<file path="src/rtl/alu_share_arbiter.sv">
// Purpose : shares one combinational ALU between two requesters with round-robin arbitration.
// Latency : accept in T, ALU evaluated in T+1, registered response valid from T+2 (one op per 3 cycles peak).
// Backpressure: response holds stable while rsp_ready=0; no new request is accepted until the response handshakes.
//
// Ports:
//   clk, reset_n                     clock, asynchronous active-low reset
//   reqN_valid/ready/op/a/b (N=0,1)  request channels; req0 = execute path, req1 = auxiliary port
//   alu_ctrl, alu_a, alu_b           latched operation driven to the shared ALU
//   alu_result                       combinational result returned by the ALU
//   rsp_valid/ready/id/data/err      response channel; data forced to 0 when the code is illegal

module alu_share_arbiter #(
    parameter int WIDTH = 32
) (
    input  logic             clk,
    input  logic             reset_n,

    input  logic             req0_valid,
    output logic             req0_ready,
    input  logic [3:0]       req0_op,
    input  logic [WIDTH-1:0] req0_a,
    input  logic [WIDTH-1:0] req0_b,

    input  logic             req1_valid,
    output logic             req1_ready,
    input  logic [3:0]       req1_op,
    input  logic [WIDTH-1:0] req1_a,
    input  logic [WIDTH-1:0] req1_b,

    output logic [3:0]       alu_ctrl,
    output logic [WIDTH-1:0] alu_a,
    output logic [WIDTH-1:0] alu_b,
    input  logic [WIDTH-1:0] alu_result,

    output logic             rsp_valid,
    input  logic             rsp_ready,
    output logic             rsp_id,
    output logic [WIDTH-1:0] rsp_data,
    output logic             rsp_err
);

    typedef enum logic [1:0] {
        IDLE = 2'd0,
        EXEC = 2'd1,
        RESP = 2'd2
    } state_t;

    state_t           r_state;
    logic             r_prio;     // 1: req1 wins a tie, 0: req0 wins a tie
    logic [3:0]       r_op;
    logic [WIDTH-1:0] r_a;
    logic [WIDTH-1:0] r_b;
    logic             r_id;
    logic             r_rsp_valid;
    logic             r_rsp_id;
    logic [WIDTH-1:0] r_rsp_data;
    logic             r_rsp_err;

    logic w_can_grant;
    logic w_grant1;
    logic w_rdy0;
    logic w_rdy1;
    logic w_legal;

    // reset_n gates ready directly so no handshake can be seen while reset is held.
    assign w_can_grant = (r_state == IDLE) && reset_n;
    assign w_grant1    = req1_valid && (!req0_valid || r_prio);
    assign w_rdy0      = w_can_grant && req0_valid && !w_grant1;
    assign w_rdy1      = w_can_grant && w_grant1;

    assign req0_ready  = w_rdy0;
    assign req1_ready  = w_rdy1;

    // Codes the decoder can actually emit; anything else is trapped as an error.
    always_comb begin
        w_legal = 1'b0;
        case (r_op)
            4'b0000, 4'b0001, 4'b0010, 4'b0011,
            4'b0101, 4'b0110, 4'b0111, 4'b1000,
            4'b1001, 4'b1010: w_legal = 1'b1;
            default:          w_legal = 1'b0;
        endcase
    end

    always_ff @(posedge clk or negedge reset_n) begin
        if (!reset_n) begin
            r_state     <= IDLE;
            r_prio      <= 1'b0;
            r_op        <= 4'b0000;
            r_a         <= '0;
            r_b         <= '0;
            r_id        <= 1'b0;
            r_rsp_valid <= 1'b0;
            r_rsp_id    <= 1'b0;
            r_rsp_data  <= '0;
            r_rsp_err   <= 1'b0;
        end else begin
            case (r_state)
                IDLE: begin
                    if (w_rdy0 || w_rdy1) begin
                        r_op    <= w_rdy1 ? req1_op : req0_op;
                        r_a     <= w_rdy1 ? req1_a  : req0_a;
                        r_b     <= w_rdy1 ? req1_b  : req0_b;
                        r_id    <= w_rdy1;
                        r_state <= EXEC;
                    end
                end
                EXEC: begin
                    r_rsp_data  <= w_legal ? alu_result : '0;
                    r_rsp_err   <= !w_legal;
                    r_rsp_id    <= r_id;
                    r_rsp_valid <= 1'b1;
                    r_state     <= RESP;
                end
                RESP: begin
                    if (rsp_ready) begin
                        r_rsp_valid <= 1'b0;
                        // Favour the other requester after every completed response.
                        r_prio      <= !r_rsp_id;
                        r_state     <= IDLE;
                    end
                end
                default: r_state <= IDLE;
            endcase
        end
    end

    // ALU inputs always mirror the latched operation, including outside EXEC.
    assign alu_ctrl  = r_op;
    assign alu_a     = r_a;
    assign alu_b     = r_b;

    assign rsp_valid = r_rsp_valid;
    assign rsp_id    = r_rsp_id;
    assign rsp_data  = r_rsp_data;
    assign rsp_err   = r_rsp_err;

endmodule
</file>
<file path="config.mk">
export PLATFORM = sky130hd
export DESIGN_NAME = alu_share_arbiter
export DESIGN_NICKNAME = d
export VERILOG_FILES = /design/src/rtl/alu_share_arbiter.sv
export SDC_FILE = /design/constraint.sdc
export NUM_CORES = 1
export LEC_CHECK = 0
export CORE_MARGIN = 10
export CORE_UTILIZATION = 40
export DETAILED_ROUTE_END_ITERATION = 7
export PLACE_DENSITY = 0.88
export SYNTH_ARGS = -nofsm -noshare
export SYNTH_HDL_FRONTEND = slang
export SYNTH_SLANG_ARGS = --single-unit
</file>
<file path="constraint.sdc">
create_clock -name clk -period 1.9 [get_ports clk]
set_input_delay 0.38 -clock clk [delete_from_list [all_inputs] [get_ports clk]]
set_output_delay 0.38 -clock clk [all_outputs]
set_load 0.02 [all_outputs]
</file>
; After elaboration in Yosys (flattened, before gate mapping)
; Memory sizes are Yosys's and may differ from the RTL's.
; Cells that the tools add are included.
[op_classes]
eq_ne = 4
mux = 9
reduce_logical = 17
[ops]
columns = operator, count
row1 = 32-bit two-way mux, 3
row2 = 2-bit AND reduction, 4
row3 = 2-bit one-hot mux with 3 select lines, 1
row4 = 1-bit logical AND, 5
row5 = 1-bit zero test, 4
row6 = 2-bit two-way mux, 2
row7 = 4-bit two-way mux, 1
row8 = "2-bit by 1-bit equality test with 1-bit output, second input constant", 1
row9 = "2-bit equality test, second input constant", 1
row10 = 2-bit zero test, 1
row11 = 1-bit logical OR, 2
row12 = "2-bit by 1-bit inequality test with 1-bit output, second input constant", 1
row13 = "2-bit inequality test, second input constant", 1
row14 = 1-bit one-hot mux with 2 select lines, 1
row15 = 2-bit nonzero test, 1
row16 = 1-bit two-way mux, 1
[word_totals]
ff_bits = 107
rom_bits = 16
out_inout_bits = 105
word_cells = 41
mem_count = 1
[memory_table]
columns = name, depth, word_bits, rd, rd_clocked_by_memory_dff, write_ports, line_no
row1 = (name not given), 16, 1, 1, 0, 0, 77  ; case (r_op)

; Logic depth before layout (Yosys ltp)
; Gate-level depths: netlist (run 1).
[depth]
word_depth = 8
mapped_depth = 8
mapped_depth_nobuf = 3

; Least setup slack after synthesis (run 1)
; Ideal clock, no wire load.
[synth_path]
path_type = reg2out
start = register r_state[1]
end = output port req1_ready
arrival_ns = 1.581
slack_ns = -0.061
stages_incl_launch_ff = 5
path_buffers = 2
path_cell_list = dfrtp_1 or3b_1 buf_2 buf_6 nor3_1
[synth_between]
elab_chain_len = 3
[synth_rtl]
columns = item, line_no
row1 = start: declaration, 48  ; state_t r_state;
row2 = start signal: assignment, 87  ; r_state <= IDLE;
row3 = start signal: assignment, 105  ; r_state <= EXEC;
row4 = start signal: assignment, 113  ; r_state <= RESP;
row5 = 2-bit zero test, 66  ; assign w_can_grant = (r_state == IDLE) && reset_n;
row6 = 1-bit logical AND, 66
row7 = 1-bit logical AND, 69  ; assign w_rdy1 = w_can_grant && w_grant1;
row8 = end: declaration, 25  ; output logic req1_ready,
; No other way between the ends.

; Worst setup path in the final report (run 1)
[layout_path]
start = register r_state[0]
end = output port req1_ready
; Same word-level chain as after synthesis.

==> results.json, run 1 <==
{
  "synthFlopType": "dfrtp_1",
  "grt_pass1_vias": 5982,
  "die_w_um": 134,
  "drc": 0,
  "ys_top_cells_by_area": "dfrtp_1 (51%), o31ai_1 (8.3%), a31oi_1 (8.1%)",
  "arrival_ns": 1.52,
  "r2r-start": "r_state[0]",
  "num_vias": 5699,
  "maxCapViolCount": 0,
  "worst-setup-path-type": "reg2out",
  "async_flop_share": 1.00,
  "dieArea_mm2": 0.0181,
  "ir_worst_vdd_mv": 0.674,
  "final_common_cell": "clkdlybuf4s50_1",
  "setup_viol": 1,
  "ys_warn_count": 0,
  "routed_wl_um": 21600,
  "hold_violations": 0,
  "regArea_mm2": 0.00268,
  "crit_slowest_cell": "or3b_4",
  "viasPerCell": 6.10,
  "worstRegToRegCells": 4,
  "relSlewSlack": 0.369,
  "syn_area_mm2": 0.00523,
  "io_pins": 278,
  "violations": "negative setup slack",
  "max_freq_mhz": 525,
  "synth_cells": 515,
  "core_area_mm2": 0.0127,
  "grt_usage": 0.233,
  "finClkSkew_ns": 0.00655,
  "start_util": 0.411,
  "numPortBuffers": 277,
  "synth_seq_cells": 107,
  "firstDrtPassIters": 5,
  "rsz0062_at_grt": "true",
  "critPathLaunchType": "flop",
  "ctsLongestPathBuffers": 2,
  "grt.busiest_layer": "met2",
  "rows": 41,
  "setup_slack_ns": -0.00409,
  "critical-path-top-delay-family": "simple AND/OR/NAND/NOR gates",
  "wl_per_cell_um": 23.1,
  "cts_tree": "built",
  "outcome": "finished, violations left",
  "met1_usage": 0.266,
  "die_h_um": 134,
  "drive_gt1_frac": 0.0933,
  "yosysUniqueCellTypes": 30,
  "r2r_end": "alu_a[26]",
  "synth_largest_area_cell": "dfrtp_1",
  "finalNetCount": 929,
  "ant_nets": 0,
  "drt_iter0_markers": 462,
  "grt_pass1_wl_um": 33800,
  "period_share": 1.00,
  "syn_avg_cell_area_um2": 10.2,
  "worstPathMaxFanout": 2,
  "tightest_slew_ns": 0.946,
  "crit_chain": "or3b_4 -> nor3_4 -> buf_6",
  "met3_usage": 0.0747,
  "utilization": 0.678,
  "worstSkewPairLatency_ns": 0.35,
  "cp-end-kind": "primary output",
  "required_ns": 1.52,
  "routabilityCongestion": 0.847,
  "grt_max_degree": 77,
  "layout_common_cells": "clkdlybuf4s50_1 (273), dfrtp_1 (107), a21oi_1 (70)",
  "finalPower_mw": 12.0,
  "synth-seq-area-share": 0.512,
  "multi_input_area_mm2": 0.00224,
  "cts_root_buf": "clkbuf_16",
  "max_stage_delay_ns": 0.43,
  "synth-edff-count": 0,
  "hp-class": "in2async",
  "overflow": 0,
  "r2r_slack_ns": 0.09,
  "syn_to_final_growth_pct": 64.8,
  "hpwl_um": 15500,
  "clk_pin_slew_ns": 0.07,
  "slew_viol_final": 0,
  "use_met2": 0.390,
  "power_leakage_nw": 3.26,
  "fin_tns_setup_ns": -0.00409,
  "synth.top_cell.area_share": 0.512,
  "syn_nets": 688,
  "fill_cells": 976,
  "grt_antenna_before_repair": 2,
  "power_density_mw_per_mm2": 1390,
  "htreeDepth": 3,
  "numClockSinks": 107,
  "cts_made_buffers": 9,
  "crit_buf_inv": 1,
  "period_minus_slack_ns": 1.90
}
## final cells by class
class	instances	share of cell area
repair buffers	307	0.363
flip-flops and latches	107	0.311
multi-input cells	328	0.260
clock buffers	11	0.0282
well taps	172	0.0250
clock inverters	5	0.0116
inverters	3	0.00131
diodes	1	0.000290
## synth_stat cells, types with 2 or more instances
master,instances
o31ai_2,10
a21oi_1,71
a22o_1,32
inv_1,2
o21ai_0,3
buf_6,5
buf_2,25
nand2_1,2
dfrtp_1,107
o31ai_1,58
buf_1,8
nand2b_1,3
nand4_1,68
a31oi_1,68
clkbuf_1,38
## routing by layer
metal  vias up  part of all wire  routed length, um
met2       351              0.48              10400
met4         2             0.041                885
met3        60             0.097               2090
met1      2748              0.38               8240
li1       2538                 -                  -
met5         -           0.00060                 13
## worst max path at each step
stage               start    endpoint  slack [ns]  cells after the start
2_1_floorplan  r_state[1]  req1_ready        0.13                      4
3_3_place_gp   req0_valid  req1_ready       -0.21                      4
3_5_place_dp      reset_n   alu_a[17]       -0.25                      7
4_1_cts        r_state[1]   alu_a[26]       -0.03                      4
5_1_grt        r_state[1]  req0_ready       -0.08                      5
6_report       r_state[0]  req1_ready      -0.004                      3
## registers in the layout, summed over array words and instances (netlist names)
signal and count:
r_prio 1, rsp_valid 1, alu_a 32, rsp_data 32
alu_b 32, r_id 1, r_state 2, rsp_err 1
alu_ctrl 4, rsp_id 1
## per-stage QoR
stage	hold slack [ns]	cell area, um^2	instances	setup WS [ns]
detailed placement	0.470	8170	910	-0.250
CTS	0.0322	8580	932	-0.0265
global route	0.0555	8620	934	-0.0754
finish	0.0399	8620	934	-0.00409
global placement	0.461	8170	910	-0.213
floorplan	0.0844	5240	515	0.133
## power breakdown
part           internal [mW]  total [mW]  switching (mW)
Sequential              3.22        3.81           0.596
Clock                   1.32        2.15           0.830
Combinational           2.81        6.02            3.22
## repair_timing
item / CTS / global route
cloned: 0 / 0
resized for setup: 12 / 7
buffers inserted: 6 / 2
hold buffers: 0 / 0
setup endpoints to repair: 3 / 42
pin swaps: 2 / 5
## logic make-up (layout without fill, tap and decap cells)
kind of cell | Yosys count | count (layout) | share of synthesized area
other cells | 0 | 1 | 0
flops | 107 | 107 | 0.512
buf+inv | 80 | 326 | 0.0708
simple gates | 82 | 82 | 0.0973
mux | 1 | 1 | 0.00215
compound gates | 245 | 245 | 0.318
(Power assumes the default switching activity.)
==> run 2: changes to the inputs <==
PLACE_DENSITY = 0.93   (was 0.88)
==> results.json, run 2 (synthesis results as in run 1) <==
{
  "final_common_cell": "clkdlybuf4s50_1",
  "grt_pass1_vias": 5821,
  "drt_iter0_markers": 646,
  "syn_to_final_growth_pct": 62.7,
  "start_util": 0.411,
  "max_freq_mhz": 527,
  "ir_worst_vdd_mv": 0.603,
  "overflow": 0,
  "period_share": 0.999,
  "ant_nets": 0,
  "arrival_ns": 1.52,
  "worst-setup-path-type": "reg2out",
  "finalPower_mw": 11.7,
  "fin_tns_setup_ns": 0,
  "worstPathMaxFanout": 2,
  "grt_pass1_wl_um": 32900,
  "tightest_slew_ns": 0.797,
  "dieArea_mm2": 0.0181,
  "grt_antenna_before_repair": 2,
  "drc": 0,
  "num_vias": 5733,
  "rows": 41,
  "power_leakage_nw": 3.21,
  "cts_setup_buffers": 0,
  "hp-class": "in2async",
  "drive_gt1_frac": 0.0885,
  "maxCapViolCount": 0,
  "grt_max_degree": 74,
  "finalNetCount": 925,
  "relSlewSlack": 0.469,
  "holdWs_ns": 0.0576,
  "htreeDepth": 3,
  "worstSkewPairLatency_ns": 0.35,
  "required_ns": 1.52,
  "io_pins": 278,
  "worstRegToRegCells": 6,
  "routed_wl_um": 21200,
  "r2r_slack_ns": 0.10,
  "die_w_um": 134,
  "dp_cells": 913,
  "outcome": "finished, final reports clean",
  "hpwl_um": 15500,
  "firstDrtPassIters": 5,
  "cts-hold-fix-buffers": 0,
  "slew_viol_final": 0,
  "layout_common_cells": "clkdlybuf4s50_1 (273), dfrtp_1 (107), a21oi_1 (70)",
  "cts_made_buffers": 9,
  "hold_violations": 0,
  "numPortBuffers": 277,
  "routabilityCongestion": 0.874,
  "viasPerCell": 6.16,
  "setup_viol": 0,
  "cts_root_buf": "clkbuf_16",
  "finClkSkew_ns": 0.0127,
  "die_h_um": 134,
  "grt_usage": 0.225,
  "ctsLongestPathBuffers": 2,
  "numClockSinks": 107,
  "rsz0062_at_grt": "true",
  "stdcell_count": 930,
  "period_minus_slack_ns": 1.90,
  "cp-end-kind": "primary output",
  "critPathLaunchType": "flop",
  "clk_pin_slew_ns": 0.07,
  "cts_tree": "built",
  "r2r-start": "r_state[0]",
  "wl_per_cell_um": 22.8,
  "r2r_end": "alu_b[25]",
  "power_density_mw_per_mm2": 1380,
  "core_area_mm2": 0.0127
}
==> run 2: what timing repair did <==
action,in CTS,in global routing
gates cloned,0,0
gates resized for setup,15,11
setup endpoints to repair,44,58
pin swaps,0,2
==> run 2: area by class of cell <==
cell class	instances	area, um^2
clock buffers	13	270
diodes	1	2.50
repair buffers	303	3060
clock inverters	3	45.0
flip-flops and latches	107	2680
inverters	3	11.3
multi-input cells	328	2230
well taps	172	215
fillers	962	4210
==> run 2: how the worst max path moves through the flow <==
stage | start | to | cells after the start | slack [ns]
global placement | req0_valid | req1_ready | 4 | -0.25
global route | r_state[0] | req0_ready | 5 | -0.11
floorplan | r_state[1] | req1_ready | 4 | 0.13
CTS | r_state[1] | req1_ready | 3 | 0.0005
detailed placement | req0_valid | alu_a[13] | 5 | -0.30
finish | r_state[1] | req1_ready | 3 | 0.003
==> run 2: metrics by stage <==
stage / setup WS [ns] / utilization / instance area (um^2)
2_1_floorplan: 0.133 / - / 5240
3_3_place_gp: -0.246 / 0.640 / 8140
3_5_place_dp: -0.301 / 0.640 / 8140
4_1_cts: 0.000492 / 0.666 / 8480
5_1_grt: -0.110 / 0.669 / 8510
6_report: 0.00281 / 0.669 / 8510
==> run 2: worst max-delay path, cell delays in order, from the launching register on <==
cell	delay, ns
dfrtp_1	0.38
or3b_4	0.43
nor3_4	0.22
buf_6	0.15
==> run 2: power breakdown <==
group          switching (mW)  total, mW  internal (mW)
clock                   0.831       1.96           1.13
sequential              0.620       3.84           3.22
combinational            3.19       5.93           2.74
total                    4.64       11.7           7.09
==> run 2: layer usage <==
metal	vias to the layer above	wire, um	track usage	share of wire
met5	-	7	0	0.00033
met4	2	722	0.0943	0.034
met3	48	2260	0.0739	0.11
met2	355	10200	0.364	0.48
met1	2799	8060	0.270	0.38
li1	2529	-	-	-
==> run 3: changes to the inputs <==
CORE_MARGIN = 5   (was 10)
==> results.json, run 3 (synthesis results as in run 1) <==
{
  "die_h_um": 124,
  "cts_made_buffers": 9,
  "finalPower_mw": 11.7,
  "wl_per_cell_um": 21.7,
  "regArea_mm2": 0.00268,
  "ant_nets": 0,
  "p_sw_mw": 4.66,
  "max_freq_mhz": 519,
  "cp-end-kind": "primary output",
  "ctsLongestPathBuffers": 2,
  "die_w_um": 124,
  "placed_area_mm2": 0.00814,
  "htreeDepth": 3,
  "cts_tree": "built",
  "hp-class": "in2async",
  "antenna_cells": 0,
  "fin_tns_setup_ns": -0.0264,
  "critPathLaunchType": "flop",
  "finClkSkew_ns": 0.00763,
  "grt_max_degree": 69,
  "cts-hold-fix-buffers": 0,
  "relSlewSlack": 0.425,
  "rsz0062_at_grt": "true",
  "drc": 0,
  "seqPwrFrac": 0.328,
  "period_minus_slack_ns": 1.93,
  "rows": 41,
  "combPwrFrac": 0.506,
  "viasPerCell": 6.21,
  "layout_common_cells": "clkdlybuf4s50_1 (273), dfrtp_1 (107), a21oi_1 (70)",
  "setup_viol": 2,
  "clkPwrFrac": 0.166,
  "violations": "negative setup slack",
  "worst-setup-path-type": "reg2out",
  "routabilityCongestion": 0.839,
  "start_util": 0.411,
  "clk_pin_slew_ns": 0.07,
  "swShare": 0.398,
  "overflow": 0,
  "hpwl_um": 14100,
  "maxCapViolCount": 0,
  "tightest_slew_ns": 0.863,
  "power_density_mw_per_mm2": 1370,
  "firstDrtPassIters": 6,
  "worstPathMaxFanout": 2,
  "outcome": "finished, violations left",
  "arrival_ns": 1.55,
  "period_share": 1.01,
  "holdWs_ns": 0.111,
  "dieArea_mm2": 0.0155,
  "io_pins": 278,
  "fill_cells": 928,
  "ir_worst_vdd_mv": 0.847,
  "slew_viol_final": 0,
  "hold_violations": 0,
  "required_ns": 1.52,
  "routed_wl_um": 20200,
  "grt_pass1_wl_um": 32000,
  "num_vias": 5761,
  "drive_gt1_frac": 0.0913,
  "numPortBuffers": 277,
  "stdcell_count": 928,
  "cts_root_buf": "clkbuf_16",
  "drt_iter0_markers": 612,
  "p_int_mw": 7.04,
  "grt_usage": 0.252,
  "syn_to_final_growth_pct": 62.8,
  "grt_antenna_before_repair": 0,
  "finalNetCount": 924,
  "worstSkewPairLatency_ns": 0.35,
  "final_cell_area_mm2": 0.00852,
  "multi_input_area_mm2": 0.00224,
  "dp_cells": 911,
  "power_leakage_nw": 3.21,
  "setup_slack_ns": -0.0256,
  "final_common_cell": "clkdlybuf4s50_1",
  "grt_pass1_vias": 5797,
  "core_area_mm2": 0.0127,
  "numClockSinks": 107
}
run 3: worst paths after layout:
kind | startpoint | slack [ns] | cells after the start | endpoint
worst max-delay path | r_state[1] | -0.03 | 3 | req1_ready
worst min-delay path | reset_n | 0.11 | 2 | alu_a[0]
worst max register to register | r_state[1] | 0 | 4 | alu_a[18]
worst min register to register | rsp_data[3] | 0.51 | 1 | rsp_data[3]
max in group asynchronous | reset_n | 0.70 | 3 | alu_a[8]
min in group clk | rsp_data[3] | 0.51 | 1 | rsp_data[3]
run 3: layer usage:
layer	share of wire	up-vias	global-route usage
met3	0.084	58	0.0557
met2	0.47	376	0.404
li1	-	2523	-
met1	0.40	2804	0.324
met5	0	-	0
met4	0.042	0	0.121
run 3: power groups by stage:
stage	clock, mW	combinational (mW)	sequential (mW)
6_report	1.95	5.92	3.84
4_1_cts	1.99	5.92	3.83
2_1_floorplan	0	1.77	4.89
3_3_place_gp	0	5.69	3.80
5_1_grt	2.08	6.26	3.96
3_5_place_dp	0	5.86	3.85
run 3: what timing repair did:
| item | CTS | global route |
|---|---|---|
| setup endpoints to repair | 63 | 46 |
| buffers inserted | 0 | 1 |
| gates resized for setup | 20 | 5 |
| pin swaps | 0 | 2 |
run 3: critical path: stages, from the launching register on:
cell and delay [ns]:
dfrtp_1 0.39, or3b_4 0.43, nor3_4 0.23, buf_6 0.15
run 3: final cells by class:
class,instances,share of cell area
sequential,107,0.314
tap,172,0.0253
clock buffer,10,0.0281
inverter,3,0.00132
multi-input combinational,328,0.263
timing repair buffer,302,0.359
clock inverter,6,0.00852
run 3: stage by stage:
| step | utilization | setup slack, ns |
|---|---|---|
| 5_1_grt | 0.670 | -0.0853 |
| 2_1_floorplan | - | 0.133 |
| 3_5_place_dp | 0.640 | -0.298 |
| 3_3_place_gp | 0.640 | -0.242 |
| 6_report | 0.670 | -0.0256 |
| 4_1_cts | 0.667 | -0.0426 |
